`config.mk`:
```
export PLATFORM = sky130hd
export DESIGN_NAME = load_store_unit
export DESIGN_NICKNAME = d
export VERILOG_FILES = /design/src/rtl/load_store_unit.sv
export SDC_FILE = /design/constraint.sdc
export NUM_CORES = 1
export LEC_CHECK = 0
export CAP_MARGIN = 20
export CORE_MARGIN = 8
export CORE_UTILIZATION = 42
export CTS_BUF_LIST = sky130_fd_sc_hd__clkbuf_16
export DETAILED_ROUTE_END_ITERATION = 16
export DONT_BUFFER_PORTS = 1
export PLACE_DENSITY = 0.59
export SETUP_SLACK_MARGIN = 0.05
export SLEW_MARGIN = 40
export SYNTH_ARGS = -nofsm -noshare
export SYNTH_HDL_FRONTEND = slang
export SYNTH_SLANG_ARGS = --single-unit
```
`constraint.sdc`:
```
create_clock -name clk -period 2.4 [get_ports clk]
set_clock_uncertainty 0.15 [all_clocks]
set_input_delay 0.36 -clock clk [delete_from_list [all_inputs] [get_ports clk]]
set_output_delay 0.36 -clock clk [all_outputs]
set_load 0.02 [all_outputs]
```
`src/rtl/load_store_unit.sv`:
```
// MEM-stage load/store initiator for the word-addressed data RAM.
// Handles fault decode, lane steering, load extension and a valid/ready response.
module load_store_unit #(
  parameter int unsigned MEM_WORDS = 2305
) (
  input  logic        clk,
  input  logic        rst_n,
  input  logic        req_valid,
  output logic        req_ready,
  input  logic        req_store,
  input  logic [2:0]  req_funct3,
  input  logic [31:0] req_addr,
  input  logic [31:0] req_wdata,
  output logic        resp_valid,
  input  logic        resp_ready,
  output logic [31:0] resp_rdata,
  output logic        resp_err,
  output logic        mem_is_store,
  output logic        mem_is_load,
  output logic [3:0]  mem_w_enable,
  output logic [31:0] mem_addr,
  output logic [31:0] mem_w_data,
  input  logic [31:0] mem_r_data
);

  localparam logic [2:0] S_IDLE  = 3'd0;
  localparam logic [2:0] S_STORE = 3'd1;
  localparam logic [2:0] S_LOAD  = 3'd2;
  localparam logic [2:0] S_LWAIT = 3'd3;
  localparam logic [2:0] S_RESP  = 3'd4;

  logic [2:0]  state_q, state_d;
  logic [2:0]  f3_q, f3_d;
  logic [1:0]  lane_q, lane_d;
  logic        resp_valid_d, resp_err_d, mem_is_store_d, mem_is_load_d;
  logic [31:0] resp_rdata_d, mem_addr_d, mem_w_data_d;
  logic [3:0]  mem_w_enable_d;

  logic [31:0] word_idx;
  logic        misaligned, illegal, out_of_range, fault;
  logic [7:0]  rd_byte;
  logic [15:0] rd_half;
  logic [31:0] load_fmt;

  assign req_ready = (state_q == S_IDLE);
  assign word_idx  = {2'b00, req_addr[31:2]};

  // Request fault decode
  always_comb begin
    misaligned   = ((req_funct3[1:0] == 2'b01) && req_addr[0]) ||
                   ((req_funct3[1:0] == 2'b10) && (req_addr[1:0] != 2'b00));
    illegal      = 1'b1;
    if (req_store) begin
      case (req_funct3)
        3'b000, 3'b001, 3'b010: illegal = 1'b0;
        default:                illegal = 1'b1;
      endcase
    end else begin
      case (req_funct3)
        3'b000, 3'b001, 3'b010, 3'b100, 3'b101: illegal = 1'b0;
        default:                                illegal = 1'b1;
      endcase
    end
    out_of_range = (word_idx >= MEM_WORDS);
    fault        = misaligned || illegal || out_of_range;
  end

  // Load lane extraction and extension
  always_comb begin
    rd_byte = mem_r_data[{lane_q, 3'b000} +: 8];
    rd_half = lane_q[1] ? mem_r_data[31:16] : mem_r_data[15:0];
    case (f3_q)
      3'b000:  load_fmt = {{24{rd_byte[7]}}, rd_byte};
      3'b100:  load_fmt = {24'h000000, rd_byte};
      3'b001:  load_fmt = {{16{rd_half[15]}}, rd_half};
      3'b101:  load_fmt = {16'h0000, rd_half};
      default: load_fmt = mem_r_data;
    endcase
  end

  // Next-state and registered-output decode
  always_comb begin
    state_d        = state_q;
    f3_d           = f3_q;
    lane_d         = lane_q;
    resp_valid_d   = resp_valid;
    resp_err_d     = resp_err;
    resp_rdata_d   = resp_rdata;
    mem_is_store_d = 1'b0;
    mem_is_load_d  = 1'b0;
    mem_w_enable_d = 4'b0000;
    mem_addr_d     = mem_addr;
    mem_w_data_d   = mem_w_data;
    case (state_q)
      S_IDLE: begin
        if (req_valid) begin
          f3_d   = req_funct3;
          lane_d = req_addr[1:0];
          if (fault) begin
            state_d      = S_RESP;
            resp_valid_d = 1'b1;
            resp_err_d   = 1'b1;
            resp_rdata_d = 32'h0;
          end else if (req_store) begin
            state_d        = S_STORE;
            mem_is_store_d = 1'b1;
            mem_addr_d     = word_idx;
            case (req_funct3[1:0])
              2'b00: begin
                mem_w_enable_d = 4'b0001 << req_addr[1:0];
                mem_w_data_d   = {4{req_wdata[7:0]}};
              end
              2'b01: begin
                mem_w_enable_d = req_addr[1] ? 4'b1100 : 4'b0011;
                mem_w_data_d   = {2{req_wdata[15:0]}};
              end
              default: begin
                mem_w_enable_d = 4'b1111;
                mem_w_data_d   = req_wdata;
              end
            endcase
          end else begin
            state_d       = S_LOAD;
            mem_is_load_d = 1'b1;
            mem_addr_d    = word_idx;
          end
        end
      end
      S_STORE: begin
        state_d      = S_RESP;
        resp_valid_d = 1'b1;
        resp_err_d   = 1'b0;
        resp_rdata_d = 32'h0;
      end
      S_LOAD: state_d = S_LWAIT;
      S_LWAIT: begin
        state_d      = S_RESP;
        resp_valid_d = 1'b1;
        resp_err_d   = 1'b0;
        resp_rdata_d = load_fmt;
      end
      S_RESP: begin
        if (resp_ready) begin
          state_d      = S_IDLE;
          resp_valid_d = 1'b0;
        end
      end
      default: state_d = S_IDLE;
    endcase
  end

  always_ff @(posedge clk or negedge rst_n) begin
    if (!rst_n) begin
      state_q      <= S_IDLE;
      f3_q         <= 3'b000;
      lane_q       <= 2'b00;
      resp_valid   <= 1'b0;
      resp_err     <= 1'b0;
      resp_rdata   <= 32'h0;
      mem_is_store <= 1'b0;
      mem_is_load  <= 1'b0;
      mem_w_enable <= 4'b0000;
      mem_addr     <= 32'h0;
      mem_w_data   <= 32'h0;
    end else begin
      state_q      <= state_d;
      f3_q         <= f3_d;
      lane_q       <= lane_d;
      resp_valid   <= resp_valid_d;
      resp_err     <= resp_err_d;
      resp_rdata   <= resp_rdata_d;
      mem_is_store <= mem_is_store_d;
      mem_is_load  <= mem_is_load_d;
      mem_w_enable <= mem_w_enable_d;
      mem_addr     <= mem_addr_d;
      mem_w_data   <= mem_w_data_d;
    end
  end

endmodule

```
==> results.txt, run 1 <==
----------------------------------------------------
[GRT]
  Grt total ovfl ... 0
  GRT Util Overall ... 16.0%
  Pin count of the biggest net entering global routing ... 111
  Via count of the first global-routing pass ... 3512
  Global-route wire length before repair ... 20000 µm
  Antenna violations before repair ... 0

[Clock network]
  Insertion delay to the later sink of the worst-skew pair ... 0.34 ns
  Hold buffer count at CTS ... 4
  Sink count of the clock tree ... 110
  Maximum level of the CTS H-tree ... 3
  Root buffer cell ... clkbuf_16
  CTS tree ... built
  Post-cts repair resize count ... 0
  Number of buffers inserted during clock tree synthesis ... 9
  Buffers from clock root to sink, at most ... 2
  Worst-path clk slew ... 0.07 ns
  Number of buffers added for setup after CTS ... 0

[Worst setup path]
  Critical path class ... reg -> reg
  Crit path arrival time ... 2.17 ns
  Launch point of the worst reg-to-reg path ... state_q[2]
  Required time at the worst-slack endpoint ... 2.48 ns
  Startpoint Class ... register
  Critical path fanouts, max ... 38
  Element type at the critical path end ... register
  Beginning of the critical path ... state_q[2]

[Floorplanning]
  Die H ... 125 µm
  Core Area ... 0.0115 mm²
  Num ports ... 209
  Effective utilization at floorplan ... 43.3%
  Die Span X ... 125 µm
  Row count ... 39
  Area enclosed by the die boundary ... 0.0156 mm²

[Cells and area]
  FF/Latch Area ... 0.00275 mm²
  Growth of design area from synthesis to finish ... 11.2%
  Post-layout util ... 48.2%
  Fill cells ... 1038
  Final design area excluding fillers ... 0.00553 mm²
  Multi-input logic area ... 0.00200 mm²
  Final layout net count ... 526
  Layout cells sized above 1 ... 20.7%
  Count of inserted antenna diode cells ... 0

[Power and ir drop]
  Power density over cell area ... 666 mW/mm²
  Static leakage power ... 0.00275 µW
  Max rail drop VDD ... 0.000553 V

[Synthesis]
  Post-synth ARST share ... 100%
  Number of unique standard cell types used by synthesis ... 42
  Area fraction in compound gates after synthesis ... 12.1%
  Dominant combinational cell family by area after synthesis ... multiplexers
  Number of warnings reported in the yosys synthesis log ... 0
  XOR/XNOR share of the synthesized area ... 0%
  Mapped Area ... 0.00497 mm²
  Share of cell area taken by muxes after synthesis ... 18.8%
  Cell count after synthesis ... 410
  Average size of a mapped cell ... 12.1 µm²
  Prevailing post-synth register cell ... dfrtp_1
  Adder and majority gate portion of the synthesized area ... 0%
  Number of enable-type register cells in the synthesized netlist ... 0
  Yosys reg bits ... 110
  Fraction of the mapped netlist area in simple logic gates ... 9.09%
  Proportion of synthesized chip area in sequential cells ... 55.4%

[Route]
  Pre-antenna DRT Iters ... 4
  Final wirelength ... 12800 µm
  Count of nets left with antenna violations after detail routing ... 0
  DR iter-0 viols ... 212
  Via/cell ratio ... 5.71
  Via count ... 3243
  DRC violation count after routing ... 0
  Routed wire length per instance ... 22.6 µm

[Timing]
  Count of final hold-check violations ... 110
  Number of max-slew violations in the final report ... 0
  F_max ... 479 MHz
  Worst hold slack ... -0.436 ns
  Post-route clock period utilization ... 87.0%
  RSZ-0062 raised after global routing ... no
  Minimum period implied by the final worst setup slack ... 2.09 ns
  Final setup violating endpoints ... 0
  Slew at the pin closest to its max-slew limit ... 0.707 ns
  Post-Route Setup TNS ... 0 ns
  Rel. slew slack ... 52.8%

[Outcome]
  Violations in the final reports ... hold timing
  Result of the run ... finished with violations

[Flow run]
  Total of max-cap violations ... 0

[Place]
  Final weighted congestion in routability-driven placement ... 0.754
  Post-Place Cell Area ... 0.00515 mm²
  Port-buffer cells ... 0
  Detailed placement HPWL ... 9500 µm

[Min path]
  Classification of the worst-slack hold path ... in -> async

----------------------------------------------------
==> critical path: stages, from the launching register on <==
cell and delay [ns]:
dfrtp_1 0.40, nor3_2 0.24, nand4_1 0.12, nor3_2 0.19, and4_2 0.27, buf_12 0.22, mux2_2 0.36
==> cells in the final DEF, fill, tap and decap left out, drive strengths merged, types with 10 or more instances in the layout <==
cell	synthesis	final
a221o	16	16
o21ai	24	24
buf	14	15
nor2	13	13
mux2	73	73
dfrtp	110	110
inv	24	26
nand2	20	20
and2	18	18
dlygate4sd3	0	10
mux2i	11	11
==> power by group <==
part / switching, µW / internal [µW]
combinational: 179 / 166
clock: 618 / 784
sequential: 53.5 / 1880
total: 851 / 2830
==> cell usage after synthesis, types with 9 or more instances <==
| cell | count | area share [%] |
|---|---|---|
| dfrtp_1 | 110 | 55 |
| mux2_1 | 14 | 3.2 |
| o21ai_0 | 23 | 2.3 |
| inv_1 | 24 | 1.8 |
| nand2_1 | 20 | 1.5 |
| clkbuf_1 | 11 | 0.83 |
| nor2_1 | 13 | 0.98 |
| a21o_1 | 9 | 1.4 |
| mux2i_1 | 11 | 2.2 |
| and2_1 | 18 | 2.3 |
| a221o_1 | 16 | 3.2 |
| mux2_2 | 59 | 13 |
==> metal layers <==
metal  vias up  part of all wire, %  global-route usage (%)
li1       1484                    -                       -
met1      1587                   38                    17.4
met2       156                   47                    25.4
met3        16                   14                    9.32
met4         0                  1.7                    5.60
met5         -                    0                       0
==> path summary, 6_finish.rpt <==
path                       depth (start not counted)  slack [ns]              to
max in group asynchronous                          0        2.41   mem_w_data[2]
hold / removal                                     0       -0.44  resp_rdata[21]
setup reg to reg                                   6        0.31   mem_w_data[7]
setup / recovery                                   6        0.31   mem_w_data[7]
min in group clk                                   1        0.02  resp_rdata[30]
hold reg to reg                                    1        0.39         f3_q[2]
==> metrics by stage <==
stage          std cells  total power, µW  hold slack [ns]  setup WS, ns
6_report             568             3680           -0.436         0.311
5_1_grt              568             3830           -0.460         0.178
4_1_cts              562             3720           -0.452         0.287
3_5_place_dp         544             2300          -0.0808         0.198
3_3_place_gp         544             2290          -0.0815         0.242
2_1_floorplan        411             2220          -0.0856        0.0656
==> final cells by class <==
cell class	instances	share of cell area (%)
inverters	24	1.63
clock inverters	5	0.815
repair buffers	25	4.30
clock buffers	9	4.08
well taps	143	3.24
flip-flops and latches	110	49.8
multi-input cells	252	36.1
==> kinds of logic (layout without fill, tap and decap cells) <==
logic type / Yosys count / in the layout
flip-flops: 110 / 110
multiplexers: 84 / 84
AND/OR/NAND/NOR: 84 / 84
AO/OA/AOI/OAI: 82 / 82
buffers and inverters: 49 / 63
other: 1 / 2
==> registers in the layout (all words and copies together) (netlist names) <==
name	flops
lane_q	2
mem_is_load	1
mem_w_data	32
resp_err	1
f3_q	3
mem_is_store	1
state_q	3
mem_addr	30
mem_w_enable	4
resp_valid	1
resp_rdata	32
(Power assumes the default switching activity.)
==> inputs of run 2 (changes only) <==
PLACE_DENSITY = unset   (was 0.59)
PLACE_DENSITY_LB_ADDON = 0.08   (was unset)
==> results.txt, run 2 (same netlist as run 1, synthesis figures left out) <==
----------------------------------------------------
[Clock network]
  Number of buffers inserted during clock tree synthesis ... 9 (unchanged)
  Worst-path clk slew ... 0.07 ns (about the same)
  Root buffer cell ... clkbuf_16
  Insertion delay to the later sink of the worst-skew pair ... 0.35 ns (about the same)
  Maximum level of the CTS H-tree ... 3 (unchanged)
  Sink count of the clock tree ... 110 (unchanged)
  CTS tree ... built
  Buffers from clock root to sink, at most ... 2 (unchanged)
  Hold buffer count at CTS ... 38 (+34)
  Number of buffers added for setup after CTS ... 0 (unchanged)
  Post-cts repair resize count ... 0 (unchanged)

[Route]
  Routed wire length per instance ... 22.3 µm (-1.3%)
  Via count ... 3373 (+4.0%)
  Count of nets left with antenna violations after detail routing ... 0 (unchanged)
  Via/cell ratio ... 5.62 (-1.5%)
  Pre-antenna DRT Iters ... 4 (unchanged)
  DR iter-0 viols ... 126 (-41%)
  DRC violation count after routing ... 0 (unchanged)
  Final wirelength ... 13400 µm (+4.3%)

[Cells and area]
  Post-layout util ... 51.0% (+2.8 points)
  Layout cells sized above 1 ... 20.8% (+0.082 points)
  Registers with the highest flip-flop counts ... mem_w_data (32), resp_rdata (32), mem_addr (30)
  Fill cells ... 1003 (-3.4%)
  Most frequent cells in the layout ... dfrtp_1 (110), mux2_2 (59), dlygate4sd3_1 (39)
  Final layout net count ... 556 (+5.7%)
  Growth of design area from synthesis to finish ... 17.7%
  Count of inserted antenna diode cells ... 0 (unchanged)
  Most common library cell in the layout ignoring fill and taps ... dfrtp_1

[Timing]
  Slew at the pin closest to its max-slew limit ... 0.599 ns (-0.107 ns)
  Post-Route Setup TNS ... 0 ns (unchanged)
  Number of max-slew violations in the final report ... 0 (unchanged)
  Min setup slack post-route ... 0.254 ns (-0.0576 ns)
  Post-route clock period utilization ... 89.4% (+2.4 points)
  Minimum period implied by the final worst setup slack ... 2.15 ns (+0.0576 ns)
  Rel. slew slack ... 60.0% (+7.2 points)
  RSZ-0062 raised after global routing ... no
  Worst hold slack ... -0.447 ns (-0.0104 ns)
  Count of final hold-check violations ... 110 (unchanged)
  F_max ... 466 MHz (-2.7%)
  Final setup violating endpoints ... 0 (unchanged)

[Place]
  Worst Setup Slack post-DPL ... 0.183 ns (-0.0144 ns)
  Port-buffer cells ... 0 (unchanged)
  Detailed placement HPWL ... 9450 µm (-0.48%)
  Final weighted congestion in routability-driven placement ... 0.748 (-0.77%)

[GRT]
  Antenna violations before repair ... 0 (unchanged)
  GRT Util Overall ... 17.2% (+1.2 points)
  Global-route wire length before repair ... 21300 µm (+6.4%)
  Grt total ovfl ... 0 (unchanged)
  Via count of the first global-routing pass ... 3580 (+1.9%)
  Pin count of the biggest net entering global routing ... 111 (unchanged)

[Worst setup path]
  Required time at the worst-slack endpoint ... 2.49 ns (about the same)
  Slowest CP cell ... dfrtp_1
  Number of buffer and inverter instances along the worst setup path ... 1 (unchanged)
  Critical path class ... reg -> reg
  Startpoint Class ... register
  CP top delay family ... simple AND/OR/NAND/NOR gates
  Critical path fanouts, max ... 38 (unchanged)
  Most common cell type on the critical path ... nor3_2
  Crit path largest cell delay ... 0.40 ns (about the same)
  Crit path arrival time ... 2.23 ns (+0.06 ns)
  Element type at the critical path end ... register
  Cells along the critical path ... nor3_2 > nand4_1 > nor3_2 > and4_2 > buf_12 > mux2_2

[Flow run]
  Total of max-cap violations ... 0 (unchanged)

[Floorplanning]
  Area enclosed by the die boundary ... 0.0156 mm² (unchanged)
  Num ports ... 209 (unchanged)
  Core Area ... 0.0115 mm² (unchanged)
  Row count ... 39 (unchanged)
  Effective utilization at floorplan ... 43.3% (unchanged)
  Die H ... 125 µm (unchanged)
  Die Span X ... 125 µm (unchanged)

[Outcome]
  Violations in the final reports ... hold timing
  Result of the run ... finished with violations

[Min path]
  Classification of the worst-slack hold path ... in -> async

[Power and ir drop]
  Power density over cell area ... 655 mW/mm² (-1.7%)
  Max rail drop VDD ... 0.000455 V (-18%)
  Static leakage power ... 0.00289 µW (+5.1%)

----------------------------------------------------
## run 2: changes by cell type in the layout (fill, tap and decap cells not counted), sizes merged
cell and delta:
dlygate4sd3 +29, clkinv +3, inv -1, buf +1
## run 2: worst paths after layout
path | start | to | slack (ns) | cells past startpoint
min in group clk | req_wdata[7] | mem_w_data[7] | 0.01 | 1
worst min register to register | f3_q[2] | f3_q[2] | 0.41 | 1
worst min-delay path | rst_n | resp_rdata[0] | -0.45 | 0
worst max register to register | state_q[2] | mem_w_data[7] | 0.25 | 6
worst max-delay path | state_q[2] | mem_w_data[7] | 0.25 | 6
max in group asynchronous | rst_n | resp_rdata[10] | 2.43 | 0
## run 2: worst reg2reg max path, stage by stage, from the launching register on
cell	delay (ns)
dfrtp_1	0.40
nor3_2	0.28
nand4_1	0.14
nor3_2	0.19
and4_2	0.27
buf_12	0.22
mux2_2	0.38
## run 2: stage by stage
stage / power (µW) / hold slack [ns] / area (µm²) / cells
5_1_grt: 4000 / -0.472 / 5850 / 600
6_report: 3830 / -0.447 / 5850 / 600
3_3_place_gp: 2300 / -0.0823 / 5160 / 545
2_1_floorplan: 2220 / -0.0856 / 4970 / 411
3_5_place_dp: 2310 / -0.0824 / 5160 / 545
4_1_cts: 3890 / -0.463 / 5840 / 599
## run 2: where the power goes
part	switching, µW	total, µW	internal [µW]
Sequential	56.0	1930	1880
Combinational	191	394	203
Clock	690	1510	815
Total	937	3830	2900
## run 2: per-layer routing
layer,global-route usage [%],vias to the layer above,routed length [µm]
met4,6.24,0,191
met3,8.47,15,1620
li1,-,1557,-
met5,0,-,0
met2,26.0,143,6090
met1,20.6,1658,5460
## run 2: final cells by class
cell class	count	area (µm²)	area share [%]
clock buffers	9	225	3.85
clock inverters	7	73.8	1.26
inverters	24	90.1	1.54
multi-input cells	252	2000	34.1
flip-flops and latches	110	2750	47.0
well taps	143	179	3.06
repair buffers	55	536	9.15
==> inputs of run 3 (changes only) <==
CORE_UTILIZATION = 50   (was 42)
==> results.txt, run 3 (same netlist as run 1, synthesis figures left out) <==
----------------------------------------------------
[Timing]
  Count of final hold-check violations ... 110 (unchanged)
  Slew at the pin closest to its max-slew limit ... 0.579 ns (-0.0204 ns)
  F_max ... 476 MHz (+2.1%)
  Worst hold slack ... -0.439 ns (+0.00801 ns)
  Minimum period implied by the final worst setup slack ... 2.10 ns (-0.0452 ns)
  Post-route clock period utilization ... 87.6% (-1.9 points)
  Final setup violating endpoints ... 0 (unchanged)
  Post-Route Setup TNS ... 0 ns (unchanged)
  RSZ-0062 raised after global routing ... no
  Number of max-slew violations in the final report ... 0 (unchanged)
  Rel. slew slack ... 61.4% (+1.4 points)

[Route]
  DRC violation count after routing ... 0 (unchanged)
  DR iter-0 viols ... 240 (+90%)
  Final wirelength ... 12500 µm (-6.3%)
  Routed wire length per instance ... 22.6 µm (+1.5%)
  Pre-antenna DRT Iters ... 4 (unchanged)
  Via count ... 3247 (-3.7%)
  Via/cell ratio ... 5.86 (+4.3%)
  Count of nets left with antenna violations after detail routing ... 0 (unchanged)

[Clock network]
  Root buffer cell ... clkbuf_16
  Maximum level of the CTS H-tree ... 3 (unchanged)
  Number of buffers inserted during clock tree synthesis ... 9 (unchanged)
  Insertion delay to the later sink of the worst-skew pair ... 0.33 ns (-0.02 ns)
  Post-cts repair resize count ... 0 (unchanged)
  Sink count of the clock tree ... 110 (unchanged)
  Worst-path clk slew ... 0.07 ns (about the same)
  Hold buffer count at CTS ... 3 (-92%)
  Buffers from clock root to sink, at most ... 2 (unchanged)
  Number of buffers added for setup after CTS ... 0 (unchanged)
  CTS tree ... built

[GRT]
  Via count of the first global-routing pass ... 3477 (-2.9%)
  Antenna violations before repair ... 0 (unchanged)
  GRT Util Overall ... 18.7% (+1.5 points)
  Global-route wire length before repair ... 19500 µm (-8.3%)
  Grt total ovfl ... 0 (unchanged)
  Pin count of the biggest net entering global routing ... 111 (unchanged)

[Cells and area]
  Layout cells sized above 1 ... 22.1% (+1.3 points)
  Registers with the highest flip-flop counts ... mem_w_data (32), resp_rdata (32), mem_addr (30)
  Growth of design area from synthesis to finish ... 10.7%
  Most frequent cells in the layout ... dfrtp_1 (110), mux2_2 (59), inv_1 (24)
  Final layout net count ... 520 (-6.5%)
  Most common library cell in the layout ignoring fill and taps ... dfrtp_1
  Count of inserted antenna diode cells ... 0 (unchanged)

[Worst setup path]
  R2r endpoint ... mem_w_data[2]
  Most common cell type on the critical path ... nor3_2
  Element type at the critical path end ... register
  Required time at the worst-slack endpoint ... 2.47 ns (-0.02 ns)
  Launch point of the worst reg-to-reg path ... state_q[2]
  Crit path largest cell delay ... 0.44 ns (+0.04 ns)
  R2r worst-path depth ... 6 (unchanged)
  Startpoint Class ... register
  Beginning of the critical path ... state_q[2]
  Critical path class ... reg -> reg
  Critical path fanouts, max ... 38 (unchanged)
  Crit path arrival time ... 2.17 ns (-0.06 ns)
  Cells along the critical path ... nor3_2 > nand4_1 > nor3_2 > and4_1 > buf_12 > mux2_2
  FF-to-FF setup slack ... 0.30 ns (+0.05 ns)
  Slowest CP cell ... dfrtp_1

[Floorplanning]
  Row count ... 36 (-7.7%)
  Area enclosed by the die boundary ... 0.0134 mm² (-14%)
  Effective utilization at floorplan ... 51.1% (+7.7 points)
  Num ports ... 209 (unchanged)
  Die H ... 116 µm (-7.3%)
  Core Area ... 0.00973 mm² (-15%)
  Die Span X ... 116 µm (-7.3%)

[Power and ir drop]
  Max rail drop VDD ... 0.000387 V (-15%)
  Power density over cell area ... 702 mW/mm² (+7.2%)
  Static leakage power ... 0.00274 µW (-5.2%)

[Outcome]
  Result of the run ... finished with violations
  Violations in the final reports ... hold timing

[Place]
  Detailed placement HPWL ... 9230 µm (-2.4%)
  Final weighted congestion in routability-driven placement ... 0.792 (+5.9%)
  Port-buffer cells ... 0 (unchanged)

[Flow run]
  Total of max-cap violations ... 0 (unchanged)

[Min path]
  Classification of the worst-slack hold path ... in -> async

----------------------------------------------------
-- run 3: metal layers --
| metal | share of wire (%) | global-route usage [%] | vias to the layer above |
|---|---|---|---|
| li1 | - | - | 1478 |
| met1 | 38 | 21.9 | 1619 |
| met2 | 47 | 29.6 | 135 |
| met3 | 13 | 8.65 | 15 |
| met4 | 1.6 | 6.83 | 0 |
| met5 | 0 | 0 | - |
-- run 3: worst max-delay path by stage --
stage,end,slack [ns],depth (start not counted)
after floorplan,mem_w_data[18],0.07,7
after global placement,mem_w_data[10],0.23,6
after detailed placement,mem_w_data[6],0.17,6
after CTS,mem_w_data[6],0.29,6
after global routing,mem_w_data[2],0.13,6
final,mem_w_data[2],0.30,6
-- run 3: final cells by class --
cell class	instances	area, µm²
Inverter	24	90.1
Sequential cell	110	2750
Fill cell	845	4230
Clock inverter	7	97.6
Clock buffer	9	225
Multi-Input combinational cell	252	1990
Tap cell	133	166
Timing Repair Buffer	19	175
-- run 3: worst max-delay path: cells and delay by family, from the launching register on --
family | cells | cell delay (ns)
simple gates | 4 | 0.79
flops | 1 | 0.44
buf+inv | 1 | 0.23
mux | 1 | 0.36
-- run 3: metrics by stage --
stage | area [µm²] | total power, µW | util [%] | instances | worst slack (ns)
6_report | 5500 | 3860 | 56.5 | 554 | 0.299
3_3_place_gp | 5150 | 2290 | 52.9 | 535 | 0.227
4_1_cts | 5500 | 3900 | 56.5 | 554 | 0.292
3_5_place_dp | 5150 | 2300 | 52.9 | 535 | 0.173
5_1_grt | 5500 | 4020 | 56.5 | 554 | 0.128
2_1_floorplan | 4970 | 2220 | - | 411 | 0.0656
-- run 3: where the power goes --
part	switching, µW	internal (µW)
Combinational	175	160
Sequential	55.0	1880
Clock	675	919
